$ cat src/rtl/posit_to_fp_pipe.sv
// posit_to_fp_pipe
// Three-stage posit -> IEEE-754 converter with a valid/ready handshake.
//   Stage 1: sign, magnitude (two's complement), zero and NaR detect.
//   Stage 2: regime run length, exponent/fraction extraction, signed scale.
//   Stage 3: biased exponent, rounding, overflow/underflow and special packing.
//
// Parameters
//   FPWID : posit and IEEE word width (16, 32 or 64)
//   es    : posit exponent field width
//
// Ports
//   clk, rst_n          : clock, asynchronous active-low reset
//   i_valid/i_ready/i   : posit operand handshake
//   o_valid/o_ready/o   : IEEE result handshake
//   o_inexact           : rounding discarded nonzero bits (also set on ovf/unf)
//   o_ovf               : result saturated to signed infinity
//   o_unf               : result flushed to signed zero (no denormals)
//
// Build option
//   POSIT2FP_RNE_EN : when defined, round to nearest even; otherwise truncate.
module posit_to_fp_pipe #(
  parameter int FPWID = 32,
  parameter int es    = 2
) (
  input  logic             clk,
  input  logic             rst_n,
  input  logic             i_valid,
  output logic             i_ready,
  input  logic [FPWID-1:0] i,
  output logic             o_valid,
  input  logic             o_ready,
  output logic [FPWID-1:0] o,
  output logic             o_inexact,
  output logic             o_ovf,
  output logic             o_unf
);

  localparam int N    = FPWID;
  localparam int EMSB = (FPWID == 16) ? 4 : (FPWID == 64) ? 10 : 7;
  localparam int FMSB = FPWID - EMSB - 3;
  localparam int BIAS = (1 << EMSB) - 1;
  localparam int EMAX = (1 << (EMSB + 1)) - 1;
  localparam int FW   = N - es;          // fraction bits left after regime/exponent
  localparam int GB   = FW - FMSB - 2;   // guard bit position inside the fraction
  localparam int KW   = $clog2(N) + 1;
  localparam int SW   = EMSB + 3;
  localparam int XW   = EMSB + 4;

  // ---------------------------------------------------------------- handshake
  logic v1, v2, v3;
  logic ld1, ld2, ld3;

  // Ready ripples back combinationally so a full pipe that drains also accepts.
  assign ld3     = ~v3 | o_ready;
  assign ld2     = ~v2 | ld3;
  assign ld1     = ~v1 | ld2;
  assign i_ready = ld1;
  assign o_valid = v3;

  // ---------------------------------------------------------------- stage 1
  logic         sgn1, zero1, nar1;
  logic [N-1:0] abs1;

  always_ff @(posedge clk or negedge rst_n) begin
    if (!rst_n) begin
      v1    <= 1'b0;
      sgn1  <= 1'b0;
      zero1 <= 1'b0;
      nar1  <= 1'b0;
      abs1  <= '0;
    end else if (ld1) begin
      v1 <= i_valid;
      if (i_valid) begin
        sgn1  <= i[N-1];
        abs1  <= i[N-1] ? -i : i;
        zero1 <= (i == '0);
        nar1  <= (i == {1'b1, {(N-1){1'b0}}});
      end
    end
  end

  // ---------------------------------------------------------------- stage 2
  logic [KW-1:0] k_cnt;
  logic          run_on;
  logic [KW:0]   sh_amt;
  logic [N-1:0]  shifted;
  logic [es-1:0] e_val;
  logic [SW-1:0] k_ext, r_val, scale_c;

  always_comb begin
    k_cnt  = '0;
    run_on = 1'b1;
    for (int b = N - 2; b >= 0; b--) begin
      if (run_on && (abs1[b] == abs1[N-2])) k_cnt = k_cnt + KW'(1);
      else                                  run_on = 1'b0;
    end
    // A run that reaches bit 0 has no terminating bit to skip.
    sh_amt  = (k_cnt == KW'(N - 1)) ? (KW+1)'(N) : (KW+1)'(k_cnt) + (KW+1)'(2);
    shifted = abs1 << sh_amt;
    e_val   = shifted[N-1 -: es];
    k_ext   = SW'(k_cnt);
    r_val   = abs1[N-2] ? (k_ext - SW'(1)) : (SW'(0) - k_ext);
    scale_c = (r_val << es) + SW'(e_val);
  end

  logic          sgn2, zero2, nar2;
  logic [SW-1:0] scale2;
  logic [FW-1:0] frac2;

  always_ff @(posedge clk or negedge rst_n) begin
    if (!rst_n) begin
      v2     <= 1'b0;
      sgn2   <= 1'b0;
      zero2  <= 1'b0;
      nar2   <= 1'b0;
      scale2 <= '0;
      frac2  <= '0;
    end else if (ld2) begin
      v2 <= v1;
      if (v1) begin
        sgn2   <= sgn1;
        zero2  <= zero1;
        nar2   <= nar1;
        scale2 <= scale_c;
        frac2  <= shifted[FW-1:0];
      end
    end
  end

  // ---------------------------------------------------------------- stage 3
  logic [FMSB:0] mant, mant_r;
  logic          guard, sticky, inc, carry;
  logic [XW-1:0] x_val;
  logic          ovf_c, unf_c;
  logic [N-1:0]  o_c;
  logic          inx_f, ovf_f, unf_f;

  always_comb begin
    mant   = frac2[FW-1 -: FMSB+1];
    guard  = frac2[GB];
    sticky = |frac2[GB-1:0];
`ifdef POSIT2FP_RNE_EN
    inc = guard & (sticky | mant[0]);
`else
    inc = 1'b0;
`endif
    {carry, mant_r} = {1'b0, mant} + (FMSB+2)'(inc);
    // A mantissa carry leaves mant_r at zero, which is exactly 2.0 -> bump exponent.
    x_val = {scale2[SW-1], scale2} + XW'(BIAS) + XW'(carry);
    ovf_c = ~x_val[XW-1] & (x_val >= XW'(EMAX));
    unf_c = x_val[XW-1] | (x_val == '0);

    o_c   = '0;
    inx_f = 1'b0;
    ovf_f = 1'b0;
    unf_f = 1'b0;
    if (!zero2) begin
      if (nar2) begin
        o_c = {1'b0, {(EMSB+1){1'b1}}, 1'b1, {FMSB{1'b0}}};
      end else if (ovf_c) begin
        o_c   = {sgn2, {(EMSB+1){1'b1}}, {(FMSB+1){1'b0}}};
        ovf_f = 1'b1;
        inx_f = 1'b1;
      end else if (unf_c) begin
        o_c   = {sgn2, {(N-1){1'b0}}};
        unf_f = 1'b1;
        inx_f = 1'b1;
      end else begin
        o_c   = {sgn2, x_val[EMSB:0], mant_r};
        inx_f = guard | sticky;
      end
    end
  end

  always_ff @(posedge clk or negedge rst_n) begin
    if (!rst_n) begin
      v3        <= 1'b0;
      o         <= '0;
      o_inexact <= 1'b0;
      o_ovf     <= 1'b0;
      o_unf     <= 1'b0;
    end else if (ld3) begin
      v3 <= v2;
      if (v2) begin
        o         <= o_c;
        o_inexact <= inx_f;
        o_ovf     <= ovf_f;
        o_unf     <= unf_f;
      end
    end
  end

endmodule

$ cat config.mk
export PLATFORM = sky130hd
export DESIGN_NAME = posit_to_fp_pipe
export DESIGN_NICKNAME = d
export VERILOG_FILES = /design/src/rtl/posit_to_fp_pipe.sv
export SDC_FILE = /design/constraint.sdc
export NUM_CORES = 1
export LEC_CHECK = 0
export BUFFER_PORTS_ARGS = -buffer_cell sky130_fd_sc_hd__buf_2
export CAP_MARGIN = 20
export CORE_UTILIZATION = 58
export CTS_CLUSTER_SIZE = 40
export DETAILED_ROUTE_END_ITERATION = 6
export PLACE_DENSITY_LB_ADDON = 0.1
export SYNTH_ARGS = -nofsm -noshare
export SYNTH_HDL_FRONTEND = slang
export SYNTH_SLANG_ARGS = --single-unit
$ cat constraint.sdc
create_clock -name clk -period 17.4 [get_ports clk]
set_clock_uncertainty 0.1 [all_clocks]
set_input_delay 3.48 -clock clk [delete_from_list [all_inputs] [get_ports clk]]
set_output_delay 3.48 -clock clk [all_outputs]
set_load 0.02 [all_outputs]
# == Word level (Yosys, flattened, before mapping) ==
# Cells that the tools add are included.
# op_classes
add_sub_neg,35
multipliers,0
n_div,0
magnitude_cmp,1
eq_ne,32
shifts,1
n_mux,77
bitwise,10
reduce_logical,35
# ops
op,count
adder 6 x 1 -> 6 bit (second input constant),29
two-way mux 6 bit,29
two-way mux 32 bit,3
two-way mux 31 bit,2
two-way mux 1 bit,40
equality test 32 bit (second input constant),1
logical NOT 32 bit,1
negator 32 bit,1
<< shifter 32 x 7 -> 32 bit,1
equality test 1 bit,30
logical AND 1 bit,29
adder 10 x 8 -> 11 bit (second input constant),1
greater-or-equal comparator 11 x 8 -> 1 bit (second input constant),1
logical NOT 11 bit,1
adder 10 x 2 -> 10 bit,1
two-way mux 8 bit,1
adder 6 x 2 -> 7 bit (second input constant),1
two-way mux 7 bit,1
subtractor 1 x 6 -> 7 bit (first input constant),1
subtractor 6 x 1 -> 7 bit (second input constant),1
equality test 6 x 5 -> 1 bit (second input constant),1
AND reduction 2 bit,3
OR reduction 6 bit,1
OR 1 bit,5
3 further kinds,6
# word_totals
ff_bits,116
latch_bits,0
mem_bits_rw,0
mem_bits_ro,0
in_bits,36
out_inout_bits,37
wordCells,207
mem_count,0

# == Logic depth before layout (Yosys ltp) ==
# depth
depth_word,64
ltp_mapped,105
ltp_nobuf,98

# == Least setup slack after synthesis ==
# No wires, ideal clock.
# synth_path
path_kind,reg2reg
start,register abs1[30]
end,register frac2[8]
setup_ps,122
arrival_time_ps,19071
required_ps,17178
path_slack_ps,-1892
path_stages_with_launch,104
path_buffers,9
period_less_slack_ps,19292
path_cell_list,dfrtp_1 > buf_4 > buf_6 > clkbuf_1 > clkbuf_1 > clkbuf_1 > buf_1 > nor2_1 > nand2_1 > o21ai_0 > nand2_1 > ha_1 > a21o_1 > ha_1 > nor2_1 > nor2_1 > ha_1 > nand2_1 > [... 68 more ...] > a21oi_1 > a21oi_1 > ha_1 > mux2_2 > clkbuf_1 > ha_1 > nand2_1 > a21o_1 > nand3b_1 > mux2i_1 > buf_2 > o21a_2 > buf_4 > o211ai_1 > nand2_1 > a21oi_1 > or3_1 > a32o_1
# synth_between
elab_chain_len,63
elab_cells_between_ends,151
classes_between,add/sub (30); eq/ne (31); shift (1); mux (60); reduce/logical (29)
# synth_lines
element,line_no,rtl
start: declaration,62,logic [N-1:0] abs1;
start signal: assignment,75,abs1 <= i[N-1] ? -i : i;
equality test 1 bit,94,if (run_on && (abs1[b] == abs1[N-2])) k_cnt = k_cnt + KW'(1);
two-way mux 2 bit / two-way mux 1 bit (equally long branches),94,
adder 6 x 1 -> 6 bit / logical AND 1 bit (equally long branches),94,
two-way mux 6 bit / two-way mux 1 bit (equally long branches),94,
adder 6 x 1 -> 6 bit / logical AND 1 bit (equally long branches),94,
two-way mux 6 bit / two-way mux 1 bit (equally long branches),94,
adder 6 x 1 -> 6 bit / logical AND 1 bit (equally long branches),94,
two-way mux 6 bit / two-way mux 1 bit (equally long branches),94,
[... 47 more ...],-,
two-way mux 6 bit / two-way mux 1 bit (equally long branches),94,
adder 6 x 1 -> 6 bit / logical AND 1 bit (equally long branches),94,
two-way mux 6 bit / two-way mux 1 bit (equally long branches),94,
adder 6 x 1 -> 6 bit / logical AND 1 bit (equally long branches),94,
two-way mux 6 bit,94,
adder 6 x 2 -> 7 bit / equality test 6 x 5 -> 1 bit (equally long branches),98,sh_amt = (k_cnt == KW'(N - 1)) ? (KW+1)'(N) : (KW+1)'(k_cnt) + (KW+1)'(2);
two-way mux 7 bit,98,
<< shifter 32 x 7 -> 32 bit *,99,shifted = abs1 << sh_amt;
end signal: assignment,125,frac2 <= shifted[FW-1:0];
end: declaration,108,logic [FW-1:0] frac2;
# Mark *: on every way between the ends. The rest lies on a longest branch, timed or not.
# A chain may end at the register's enable or synchronous reset.

# == Worst setup path after layout ==
# layout_path
start,register abs1[29]
end,register frac2[20]
# The elaborated chain is that of the path after synthesis.

==> summary.txt <==
Status
  – Status: finished with violations
  – Failing checks: design-rule violations, negative setup slack

Route
  – Final WL: 47140 µm
  – Drt pass-1 iters: 7
  – WL/cell: 20.89 µm
  – Initial detailed-routing violation count: 2079
  – DRC viols: 11
  – Via count: 15100
  – Via density: 6.691
  – Routed Antenna Nets: 0

Power and ir drop
  – Leak pwr: 7.083 nW
  – Worst vdd ir: 0.1099 mV
  – Total Power: 0.002282 W
  – PD cells: 134.2 nW/µm²

Yosys
  – Syn. warnings: 0
  – Syn_nets: 1833
  – Number of flops mapped to enable cells by yosys: 0
  – Synth top area cells: dfrtp_1 22%, nand2_1 6.8%, o21ai_0 5.1%, mux2i_1 3.8%, xor2_1 3.7%
  – Synth area leader: dfrtp_1
  – Top cells by count, synth: 241 x nand2_1, 135 x o21ai_0, 131 x nor2_1
  – Sequential-to-total area share from yosys stat: 21.60%
  – Synth Register Bits: 115
  – Distinct cell type count after synthesis: 112
  – Post-Syn Instances: 1763
  – Mapped cell area: 13320 µm²
  – Ys flop type: dfrtp_1
  – Synth top area share: 21.60%
  – Async set or reset register ratio after synthesis: 100.0%
  – Most common cell in the netlist: nand2_1
  – Syn Area/Cell: 7.556 µm²

Global routing
  – Pin count of the biggest net entering global routing: 68
  – GRT Total Usage: 38.68%
  – First-pass GRT wire length: 72800 µm
  – Total gr overflow: 0
  – Number of global-route vias before repair: 13660
  – Initial antenna violation count: 0

Clock network
  – Total CTS buffers: 17
  – CTS tree: yes
  – CTS H-tree depth: 4
  – CTS Sinks: 115
  – Clock slew at reported path FFs: 60 ps
  – Clock Tree Buf Depth: 2
  – Clk Latency, worst-skew pair: 430 ps
  – Root Buffer: clkbuf_16

Finish
  – Fraction of layout instances using a drive strength above 1: 28.04%
  – Final core occ: 75.37%
  – # nets final: 2029
  – Synth-to-Final Area Change: 27.70%
  – N_diodes: 0

Hold path
  – HP Class: register to register

Setup path
  – Critical path fanouts, max: 4
  – CP arrival: 18160 ps
  – Worst setup EP type: register
  – Crit-path max cell delay: 530 ps
  – Critical path class: register to register
  – CP max stage cell: or4_4
  – Worst EP required: 17590 ps
  – Crit path top cell by count: ha_1
  – Worst setup SP type: register

Floorplan
  – Die area: 23580 µm²
  – Die Wd: 153.6 µm
  – Die Y: 153.6 µm
  – FP Rows: 55
  – Initial Util: 59.02%
  – Ports: 73
  – Core area: 22570 µm²

Timing
  – Worst slew margin: 26.69%
  – Max Fclk: 55.67 MHz
  – Worst-Margin Slew: 1072 ps
  – Worst Slack Setup Final: -563.3 ps
  – Final worst-path cycle share: 103.2%
  – Final Max Slew Viols: 0
  – Setup TNS: -11860 ps
  – Hold Fails Final Rpt: 0
  – RSZ-0062 raised after global routing: yes
  – Final setup viols: 32
  – Crit path time final: 17960 ps

Placement
  – IO Port Bufs: 72
  – DP Wirelength: 34710 µm
  – Final GP Congestion: 1.082
  – Post-placement setup slack: -499.6 ps

Run
  – Total of max-cap violations: 0
[logic make-up (layout without fill, tap and decap cells)]
kind of cell,after synthesis,after routing,synth area share [%]
compound gates,535,535,27.35
xor+xnor,129,129,10.61
fa+ha+maj,38,38,3.494
buf+inv,158,367,4.809
flops,115,115,21.60
mux,72,72,5.701
simple gates,716,716,26.43
[state kept, by name, summed over array words and instances (netlist names)]
name / flops
scale2: 9
zero2: 1
zero1: 1
o_inexact: 1
frac2: 30
o_valid: 1
o_unf: 1
abs1: 32
o: 32
o_ovf: 1
nar1: 1
v2: 1
sgn1: 1
nar2: 1
v1: 1
sgn2: 1
[critical path: cells and delay by family (launching register included)]
kind | cells | cell delay [ps]
fa+ha+maj | 26 | 6950
xor+xnor | 1 | 200
mux | 7 | 1550
compound gates | 27 | 4860
simple gates | 27 | 2890
buf+inv | 9 | 890
flops | 1 | 390
[final timing paths]
path,startpoint,end,slack (ps),cells past startpoint
min in group asynchronous,rst_n,zero2,2970,1
hold reg to reg,o[22],o[22],370,2
setup reg to reg,abs1[29],frac2[20],-560,97
setup / recovery,abs1[29],frac2[20],-560,97
hold / removal,o[22],o[22],370,2
max in group asynchronous,rst_n,o[20],12970,2
[cells in the final DEF (no fill, tap or decap), types with 32 or more instances in the layout]
cell,count
buf_4,171
xor2_1,57
buf_6,36
nand3_1,65
dfrtp_1,114
nor2_1,121
nor3_1,50
inv_1,42
o21ai_0,107
a22o_1,32
nand2_1,230
xnor2_1,44
buf_2,71
a21oi_1,68
mux2i_1,46
[per-layer routing]
layer  vias to the layer above  part of all wire (%)  GRT usage (%)
li1                       6941                     -              -
met4                         0                   2.7          10.48
met1                      7182                    43          55.57
met2                       839                    45          59.76
met3                       139                   9.5          6.652
met5                         -                     0              0
[report_power, final]
part | internal (W) | switching, W
clock | 0.000185 | 0.000145
sequential | 0.000359 | 0.000101
combinational | 0.000655 | 0.000836
[cell type report]
type | count | area, µm²
Clock buffer | 17 | 425.4
Clock inverter | 15 | 122.6
Tap cell | 285 | 356.6
Fill cell | 1708 | 5560
Inverter | 49 | 188.9
Sequential cell | 115 | 2879
Timing Repair Buffer | 286 | 2195
Multi-Input combinational cell | 1490 | 10840
[stage by stage]
stage | hold slack [ps] | instance area (µm²) | std cells
final | 373.7 | 17010 | 2257
after global placement | 357.6 | 15050 | 2173
after CTS | 379.2 | 16490 | 2235
after global routing | 414.5 | 17010 | 2257
after floorplan | 339.3 | 13570 | 1763
after detailed placement | 365.4 | 15050 | 2173
[repair_timing]
action / in CTS / in global routing
hold buffers: 0 / 0
gates resized for setup: 145 / 84
gates cloned: 0 / 1
pin swaps: 102 / 75
setup endpoints to repair: 32 / 37
buffers inserted: 34 / 24
No activity file was read; power rests on OpenSTA's default activity.
